[src/rtl/xgmii_pktgen.sv]
// XGMII 64-bit Ethernet test-frame generator: bursts of fixed-length frames with
// a sequence number in the header, an incrementing byte payload and a CRC-32 FCS.
module xgmii_pktgen #(
    parameter int MAX_FRAME_LEN = 1512,
    parameter int MIN_IFG_WORDS = 1
) (
    input  logic        clk156,
    input  logic        sys_rst_n,
    input  logic        start,
    input  logic        stop,
    input  logic [10:0] frame_len,
    input  logic [7:0]  ifg_words,
    input  logic [31:0] burst_count,
    input  logic [47:0] dst_mac,
    input  logic [47:0] src_mac,
    input  logic [15:0] ethertype,
    output logic [63:0] xgmii_txd,
    output logic [7:0]  xgmii_txc,
    output logic        busy,
    output logic        done,
    output logic        cfg_err,
    output logic [31:0] tx_frames
);

    localparam logic [11:0] MAX_LEN_C  = 12'(MAX_FRAME_LEN);
    localparam logic [7:0]  MIN_IFG_C  = 8'(MIN_IFG_WORDS);
    localparam logic [63:0] IDLE_WORD  = 64'h0707070707070707;
    localparam logic [63:0] PRE_WORD   = 64'hd5555555555555fb;
    localparam logic [63:0] TERM_WORD  = 64'h07070707070707fd;
    localparam logic [31:0] CRC_INIT   = 32'hffffffff;

    typedef enum logic [2:0] {
        S_IDLE,
        S_PREAMBLE,
        S_DATA,
        S_TERM,
        S_GAP
    } state_t;

    // Reflected Ethernet CRC-32, one byte, LSB first.
    function automatic logic [31:0] crc32_byte(input logic [31:0] crc, input logic [7:0] data);
        logic [31:0] c;
        c = crc ^ {24'h000000, data};
        for (int i = 0; i < 8; i++) begin
            if (c[0]) begin
                c = (c >> 1) ^ 32'hedb88320;
            end else begin
                c = c >> 1;
            end
        end
        return c;
    endfunction

    function automatic logic [31:0] crc32_lanes(input logic [31:0] crc, input logic [63:0] data,
                                                input int nbytes);
        logic [31:0] c;
        c = crc;
        for (int l = 0; l < 8; l++) begin
            if (l < nbytes) begin
                c = crc32_byte(c, data[8*l +: 8]);
            end else begin
                c = c;
            end
        end
        return c;
    endfunction

    // Bytes 0..17 come from the packed header {DA, SA, type, seq}; later bytes carry their index.
    function automatic logic [63:0] build_word(input logic [7:0] word, input logic [143:0] hdr);
        logic [63:0] w;
        logic [10:0] k;
        w = 64'd0;
        for (int l = 0; l < 8; l++) begin
            k = {word, 3'(l)};
            if (k < 11'd18) begin
                w[8*l +: 8] = 8'(hdr >> (8 * (17 - int'(k))));
            end else begin
                w[8*l +: 8] = k[7:0];
            end
        end
        return w;
    endfunction

    state_t        state_r;
    logic [7:0]    words_r;
    logic [7:0]    ifg_r;
    logic [31:0]   burst_r;
    logic [47:0]   dst_r;
    logic [47:0]   src_r;
    logic [15:0]   ety_r;
    logic [31:0]   seq_r;
    logic [31:0]   crc_r;
    logic [7:0]    word_cnt_r;
    logic [7:0]    gap_cnt_r;
    logic [31:0]   frames_in_burst_r;
    logic          stop_seen_r;

    logic          last_word_s;
    logic [143:0]  hdr_s;
    logic [63:0]   data_word_s;
    logic [63:0]   out_word_s;
    logic [31:0]   crc_tail_s;
    logic [31:0]   crc_full_s;
    logic [31:0]   crc_next_s;
    logic [7:0]    gap_len_s;
    logic          burst_end_s;
    logic          cfg_ok_s;

    // Next data word, its CRC contribution, and burst/config decisions.
    always_comb begin
        last_word_s = (word_cnt_r == (words_r - 8'd1));
        hdr_s       = {dst_r, src_r, ety_r, seq_r};
        data_word_s = build_word(word_cnt_r, hdr_s);
        crc_tail_s  = crc32_lanes(crc_r, data_word_s, 4);
        crc_full_s  = crc32_lanes(crc_r, data_word_s, 8);
        if (last_word_s) begin
            out_word_s = {~crc_tail_s, data_word_s[31:0]};
            crc_next_s = crc_tail_s;
        end else begin
            out_word_s = data_word_s;
            crc_next_s = crc_full_s;
        end
        gap_len_s   = (ifg_r > MIN_IFG_C) ? ifg_r : MIN_IFG_C;
        burst_end_s = stop_seen_r || stop ||
                      ((burst_r != 32'd0) && (frames_in_burst_r == burst_r));
        cfg_ok_s    = (frame_len[2:0] == 3'd0) && (frame_len >= 11'd64) &&
                      ({1'b0, frame_len} <= MAX_LEN_C);
    end

    // Frame sequencer; every output is a register loaded alongside the state.
    always_ff @(posedge clk156 or negedge sys_rst_n) begin
        if (!sys_rst_n) begin
            state_r           <= S_IDLE;
            words_r           <= 8'd0;
            ifg_r             <= 8'd0;
            burst_r           <= 32'd0;
            dst_r             <= 48'd0;
            src_r             <= 48'd0;
            ety_r             <= 16'd0;
            seq_r             <= 32'd0;
            crc_r             <= CRC_INIT;
            word_cnt_r        <= 8'd0;
            gap_cnt_r         <= 8'd0;
            frames_in_burst_r <= 32'd0;
            stop_seen_r       <= 1'b0;
            xgmii_txd         <= IDLE_WORD;
            xgmii_txc         <= 8'hff;
            busy              <= 1'b0;
            done              <= 1'b0;
            cfg_err           <= 1'b0;
            tx_frames         <= 32'd0;
        end else begin
            done    <= 1'b0;
            cfg_err <= 1'b0;
            case (state_r)
                S_IDLE: begin
                    xgmii_txd <= IDLE_WORD;
                    xgmii_txc <= 8'hff;
                    if (start && cfg_ok_s) begin
                        words_r           <= frame_len[10:3];
                        ifg_r             <= ifg_words;
                        burst_r           <= burst_count;
                        dst_r             <= dst_mac;
                        src_r             <= src_mac;
                        ety_r             <= ethertype;
                        seq_r             <= 32'd0;
                        crc_r             <= CRC_INIT;
                        word_cnt_r        <= 8'd0;
                        frames_in_burst_r <= 32'd0;
                        stop_seen_r       <= stop;
                        xgmii_txd         <= PRE_WORD;
                        xgmii_txc         <= 8'h01;
                        busy              <= 1'b1;
                        state_r           <= S_PREAMBLE;
                    end else if (start) begin
                        cfg_err <= 1'b1;
                        busy    <= 1'b0;
                    end else begin
                        busy <= 1'b0;
                    end
                end
                S_PREAMBLE, S_DATA: begin
                    stop_seen_r <= stop_seen_r | stop;
                    if ((state_r == S_DATA) && (word_cnt_r == words_r)) begin
                        xgmii_txd         <= TERM_WORD;
                        xgmii_txc         <= 8'hff;
                        tx_frames         <= tx_frames + 32'd1;
                        seq_r             <= seq_r + 32'd1;
                        frames_in_burst_r <= frames_in_burst_r + 32'd1;
                        state_r           <= S_TERM;
                    end else begin
                        xgmii_txd  <= out_word_s;
                        xgmii_txc  <= 8'h00;
                        crc_r      <= crc_next_s;
                        word_cnt_r <= word_cnt_r + 8'd1;
                        state_r    <= S_DATA;
                    end
                end
                S_TERM: begin
                    if (burst_end_s) begin
                        xgmii_txd <= IDLE_WORD;
                        xgmii_txc <= 8'hff;
                        busy      <= 1'b0;
                        done      <= 1'b1;
                        state_r   <= S_IDLE;
                    end else if (gap_len_s == 8'd0) begin
                        crc_r       <= CRC_INIT;
                        word_cnt_r  <= 8'd0;
                        stop_seen_r <= 1'b0;
                        xgmii_txd   <= PRE_WORD;
                        xgmii_txc   <= 8'h01;
                        state_r     <= S_PREAMBLE;
                    end else begin
                        gap_cnt_r <= gap_len_s;
                        xgmii_txd <= IDLE_WORD;
                        xgmii_txc <= 8'hff;
                        state_r   <= S_GAP;
                    end
                end
                S_GAP: begin
                    if (stop) begin
                        xgmii_txd <= IDLE_WORD;
                        xgmii_txc <= 8'hff;
                        busy      <= 1'b0;
                        done      <= 1'b1;
                        state_r   <= S_IDLE;
                    end else if (gap_cnt_r <= 8'd1) begin
                        crc_r       <= CRC_INIT;
                        word_cnt_r  <= 8'd0;
                        stop_seen_r <= 1'b0;
                        xgmii_txd   <= PRE_WORD;
                        xgmii_txc   <= 8'h01;
                        state_r     <= S_PREAMBLE;
                    end else begin
                        gap_cnt_r <= gap_cnt_r - 8'd1;
                        xgmii_txd <= IDLE_WORD;
                        xgmii_txc <= 8'hff;
                    end
                end
                default: begin
                    xgmii_txd <= IDLE_WORD;
                    xgmii_txc <= 8'hff;
                    busy      <= 1'b0;
                    state_r   <= S_IDLE;
                end
            endcase
        end
    end

endmodule

[config.mk]
export PLATFORM = sky130hd
export DESIGN_NAME = xgmii_pktgen
export DESIGN_NICKNAME = d
export VERILOG_FILES = /design/src/rtl/xgmii_pktgen.sv
export SDC_FILE = /design/constraint.sdc
export NUM_CORES = 1
export LEC_CHECK = 0
export CAP_MARGIN = 20
export CORE_AREA = 5 5 251 301
export DETAILED_ROUTE_END_ITERATION = 16
export DIE_AREA = 0 0 256 306
export GPL_TIMING_DRIVEN = 1
export HOLD_SLACK_MARGIN = 0.02
export MAX_ROUTING_LAYER = met4
export SYNTH_ARGS = -nofsm -noshare
export SYNTH_HDL_FRONTEND = slang
export SYNTH_SLANG_ARGS = --single-unit
[constraint.sdc]
create_clock -name clk156 -period 7.23 [get_ports clk156]
set_clock_uncertainty 0.15 [all_clocks]
set_input_delay 0.723 -clock clk156 [delete_from_list [all_inputs] [get_ports clk156]]
set_output_delay 0.723 -clock clk156 [all_outputs]
set_load 0.01 [all_outputs]
==> run_summary.xml <==
<?xml version="1.0" encoding="UTF-8"?>
<metrics>
  <group name="final_layout">
    <metric name="post_route_cells_drive_above_1_share" unit="%">29.1</metric>
    <metric name="layout.filler_cells" unit="">6674</metric>
    <metric name="fin_nets" unit="">3361</metric>
    <metric name="fin_area" unit="um^2">35500</metric>
    <metric name="area_growth" unit="%">42.1</metric>
  </group>
  <group name="setup_path">
    <metric name="ff2ff_setup_slack" unit="ns">-0.12</metric>
    <metric name="worst_r2r_endpoint" unit="">crc_r[19]</metric>
    <metric name="end_kind" unit="">register</metric>
    <metric name="critical_path_peak_fanout" unit="">5</metric>
    <metric name="crit_path_frequent_cell" unit="">sky130_fd_sc_hd__xnor3_1</metric>
    <metric name="worst_path_cell_chain" unit="">or4_4, or3_4, buf_6, a21oi_4, buf_6, xnor3_2, xnor2_4, xnor2_2, xnor3_1, xnor3_1, xor3_2, buf_6, buf_6, xnor3_2, xnor3_2, buf_12, xnor3_2, buf_4, xnor3_1, xnor3_1, xnor3_1, a21oi_1, nor2_1</metric>
    <metric name="worstPathRequired" unit="ns">7.60</metric>
    <metric name="r2r_cells" unit="">23</metric>
    <metric name="timing_worst_setup_path_type" unit="">register to register</metric>
    <metric name="worstSetupStartpoint" unit="">word_cnt_r[4]</metric>
    <metric name="critPathSlowestCell" unit="">sky130_fd_sc_hd__or4_4</metric>
    <metric name="r2r-start" unit="">word_cnt_r[4]</metric>
    <metric name="slowest_delay" unit="ns">0.57</metric>
    <metric name="arrival" unit="ns">7.72</metric>
    <metric name="crit_path_start_kind" unit="">register</metric>
  </group>
  <group name="placed_design">
    <metric name="place_area" unit="um^2">32100</metric>
    <metric name="port_buffers" unit="">273</metric>
    <metric name="hpwlAfterDp" unit="um">73700</metric>
    <metric name="gpl.final_weighted_congestion" unit="">0.973</metric>
  </group>
  <group name="die">
    <metric name="effective_utilization_at_floorplan" unit="%">34.7</metric>
    <metric name="floorplan.die.width" unit="um">256</metric>
    <metric name="ports" unit="">274</metric>
    <metric name="floorplan_die_height" unit="um">306</metric>
    <metric name="floorplan.die_area" unit="um^2">78300</metric>
    <metric name="core_area" unit="um^2">72200</metric>
    <metric name="fp-row-count" unit="">108</metric>
  </group>
  <group name="route">
    <metric name="detail_route.wl_per_cell" unit="um">22.6</metric>
    <metric name="drt_pass1_iterations" unit="">5</metric>
    <metric name="viasPerCell" unit="">4.93</metric>
    <metric name="postRouteAntennaNets" unit="">0</metric>
    <metric name="drt_iter0_markers" unit="">1431</metric>
    <metric name="drt-total-wl" unit="um">94100</metric>
    <metric name="vias" unit="">20500</metric>
    <metric name="drcViolationCount" unit="">0</metric>
  </group>
  <group name="clock_tree">
    <metric name="maximum_clock_path_buffer_count" unit="">3</metric>
    <metric name="cts.sink_count" unit="">377</metric>
    <metric name="tritoncts" unit="">built</metric>
    <metric name="cts_max_level" unit="">2</metric>
    <metric name="clock_tree_root" unit="">sky130_fd_sc_hd__clkbuf_16</metric>
    <metric name="worstSkewPairLatency" unit="ns">0.60</metric>
    <metric name="cts-buffers-inserted" unit="">43</metric>
    <metric name="clkTransAtPathRegs" unit="ns">0.06</metric>
  </group>
  <group name="yosys">
    <metric name="ys_types" unit="">69</metric>
    <metric name="async_flop_share" unit="%">100</metric>
    <metric name="syn_avg_cell_area" unit="um^2">10.1</metric>
    <metric name="number_of_enable_type_register_cells_in_the_synthesized_netlist" unit="">0</metric>
    <metric name="yosysMostFrequentCell" unit="">sky130_fd_sc_hd__nand2_1</metric>
    <metric name="synthTopCellsByCount" unit="">576 x sky130_fd_sc_hd__nand2_1, 319 x sky130_fd_sc_hd__dfrtp_1, 313 x sky130_fd_sc_hd__xnor2_1, 167 x sky130_fd_sc_hd__xor2_1, 155 x sky130_fd_sc_hd__nor2_1</metric>
    <metric name="ys_ff_latch" unit="">377</metric>
    <metric name="seq_area_frac_synth" unit="%">38.0</metric>
    <metric name="yosysTopAreaCell" unit="">sky130_fd_sc_hd__dfrtp_1</metric>
    <metric name="synth_largest_type_area_fraction" unit="%">31.9</metric>
    <metric name="synthesis.yosys.warnings" unit="">0</metric>
    <metric name="synth_flop_cell" unit="">sky130_fd_sc_hd__dfrtp_1</metric>
    <metric name="cell_types_occupying_the_most_area_after_synthesis" unit="">sky130_fd_sc_hd__dfrtp_1 32%, sky130_fd_sc_hd__xnor3_1 11%, sky130_fd_sc_hd__xnor2_1 11%</metric>
    <metric name="syn_area" unit="um^2">25000</metric>
    <metric name="synth_cells" unit="">2467</metric>
    <metric name="synth.net_count" unit="">2644</metric>
  </group>
  <group name="global_routing">
    <metric name="grt_usage" unit="%">24.1</metric>
    <metric name="antenna_found_initial" unit="">1</metric>
    <metric name="vias_in_the_first_global_route" unit="">21700</metric>
    <metric name="first_pass_grt_wire_length" unit="um">139000</metric>
    <metric name="grt.overflow.total" unit="">0</metric>
    <metric name="largest_net_degree_at_the_start_of_global_routing" unit="">228</metric>
  </group>
  <group name="hold_path">
    <metric name="min-delay-path-class" unit="">input port to async pin</metric>
  </group>
  <group name="timing">
    <metric name="setup_ws" unit="ns">-0.120</metric>
    <metric name="achievable-frequency" unit="MHz">136</metric>
    <metric name="final_period_minus_worst_setup_slack" unit="ns">7.35</metric>
    <metric name="finalSetupViolations" unit="">12</metric>
    <metric name="final_hold_viol_count" unit="">0</metric>
    <metric name="worstMarginPinSlew" unit="ns">1.07</metric>
    <metric name="layout_worst_path_cycle_share" unit="%">102</metric>
    <metric name="timing.max_slew.rel_slack" unit="%">28.5</metric>
    <metric name="rsz0062_at_grt" unit="">yes</metric>
    <metric name="slew_violations" unit="">0</metric>
  </group>
  <group name="run">
    <metric name="drv_cap" unit="">0</metric>
  </group>
  <group name="run_status">
    <metric name="outcome" unit="">finished, violations left</metric>
    <metric name="failing_checks" unit="">setup timing</metric>
  </group>
</metrics>
through the flow:
| stage | setup TNS, ns | std cells | hold slack (ns) | setup slack (ns) | util, % |
|---|---|---|---|---|---|
| after floorplan | -0.00584 | 2467 | 0.277 | -0.00584 | - |
| after global placement | -6.24 | 3977 | 0.302 | -0.395 | 44.5 |
| after detailed placement | -5.98 | 3977 | 0.308 | -0.386 | 44.5 |
| after CTS | -0.0367 | 4113 | 0.0538 | -0.0160 | 48.1 |
| after global routing | -2.05 | 4154 | 0.111 | -0.184 | 49.3 |
| final | -0.580 | 4154 | 0.0284 | -0.120 | 49.3 |
layer usage:
layer / vias to the layer above / track usage, % / routed length, um
met3: 161 / 3.23 / 4710
li1: 9591 / - / -
met1: 10100 / 30.2 / 39200
met2: 619 / 40.4 / 46100
met4: 0 / 8.25 / 4120
met5: - / - / 0
cells by family after synthesis:
| group | synth area share [%] |
|---|---|
| AOI/OAI and AO/OA | 6.26 |
| xor gates and xnor gates | 34.7 |
| adders and majority gates | 0.500 |
| buffers and inverters | 2.19 |
| DFF | 38.0 |
| muxes | 2.74 |
| and+or+nand+nor | 15.6 |
registers in the layout, indices dropped and copies added (netlist names), 32 cells and up:
name / flops
frames_in_burst_r: 32
seq_r: 32
src_r: 48
tx_frames: 32
xgmii_txd: 64
crc_r: 32
dst_r: 48
burst_r: 32
worst max-delay path by stage:
stage | end | slack, ns | cells past startpoint
after global routing | crc_r[13] | -0.18 | 24
after CTS | crc_r[5] | -0.02 | 26
after detailed placement | crc_r[13] | -0.39 | 24
after floorplan | crc_r[26] | -0.006 | 20
final | crc_r[19] | -0.12 | 23
after global placement | crc_r[13] | -0.40 | 24
cells in the final DEF (no fill, tap or decap), types with 10 or more instances in the layout:
cell type / instances
sky130_fd_sc_hd__nor4_1: 19
sky130_fd_sc_hd__nand4_1: 31
sky130_fd_sc_hd__clkdlybuf4s50_1: 272
sky130_fd_sc_hd__a21oi_1: 92
sky130_fd_sc_hd__xor2_4: 16
sky130_fd_sc_hd__xnor2_4: 24
sky130_fd_sc_hd__dfstp_2: 58
sky130_fd_sc_hd__xor3_2: 21
sky130_fd_sc_hd__and3_1: 21
sky130_fd_sc_hd__clkbuf_16: 43
sky130_fd_sc_hd__xor2_2: 19
sky130_fd_sc_hd__buf_12: 19
sky130_fd_sc_hd__xnor3_2: 57
sky130_fd_sc_hd__xnor2_2: 71
sky130_fd_sc_hd__nand3_1: 46
sky130_fd_sc_hd__dfrtp_1: 318
sky130_fd_sc_hd__xnor3_1: 83
sky130_fd_sc_hd__or3_1: 18
sky130_fd_sc_hd__mux2_2: 36
sky130_fd_sc_hd__xor2_1: 142
sky130_fd_sc_hd__and2_1: 12
sky130_fd_sc_hd__a31oi_1: 10
sky130_fd_sc_hd__nand2_1: 576
sky130_fd_sc_hd__xnor2_1: 243
sky130_fd_sc_hd__nor2_1: 151
sky130_fd_sc_hd__inv_1: 17
sky130_fd_sc_hd__buf_6: 36
sky130_fd_sc_hd__buf_4: 457
sky130_fd_sc_hd__mux2i_1: 28
sky130_fd_sc_hd__o21ai_0: 105
final cells by class:
type	count	area [um^2]	area share, %
Antenna cell	1	2.50	0.00704
Clock buffer	61	1230	3.47
Clock inverter	18	223	0.627
Inverter	21	83.8	0.236
Multi-Input combinational cell	1954	16300	46.0
Sequential cell	377	9510	26.8
Tap cell	935	1170	3.29
Timing Repair Buffer	787	6980	19.7
worst max-delay path, delay by kind of cell (launching register included):
family          cells  cell delay [ns]
buf+inv             6             0.88
flops               1             0.39
simple gates        3             1.08
compound gates      2             0.38
xor+xnor           12             4.38
timing repair:
| action | in CTS | in global routing |
|---|---|---|
| resized for setup | 136 | 86 |
| setup endpoints to repair | 30 | 31 |
| buffers inserted | 57 | 42 |
| pin swaps | 78 | 51 |
| hold buffers | 0 | 0 |
Power is left out: the tool's default activity adds up to more than one toggle a clock period on the data nets, which glitch-free logic cannot reach.
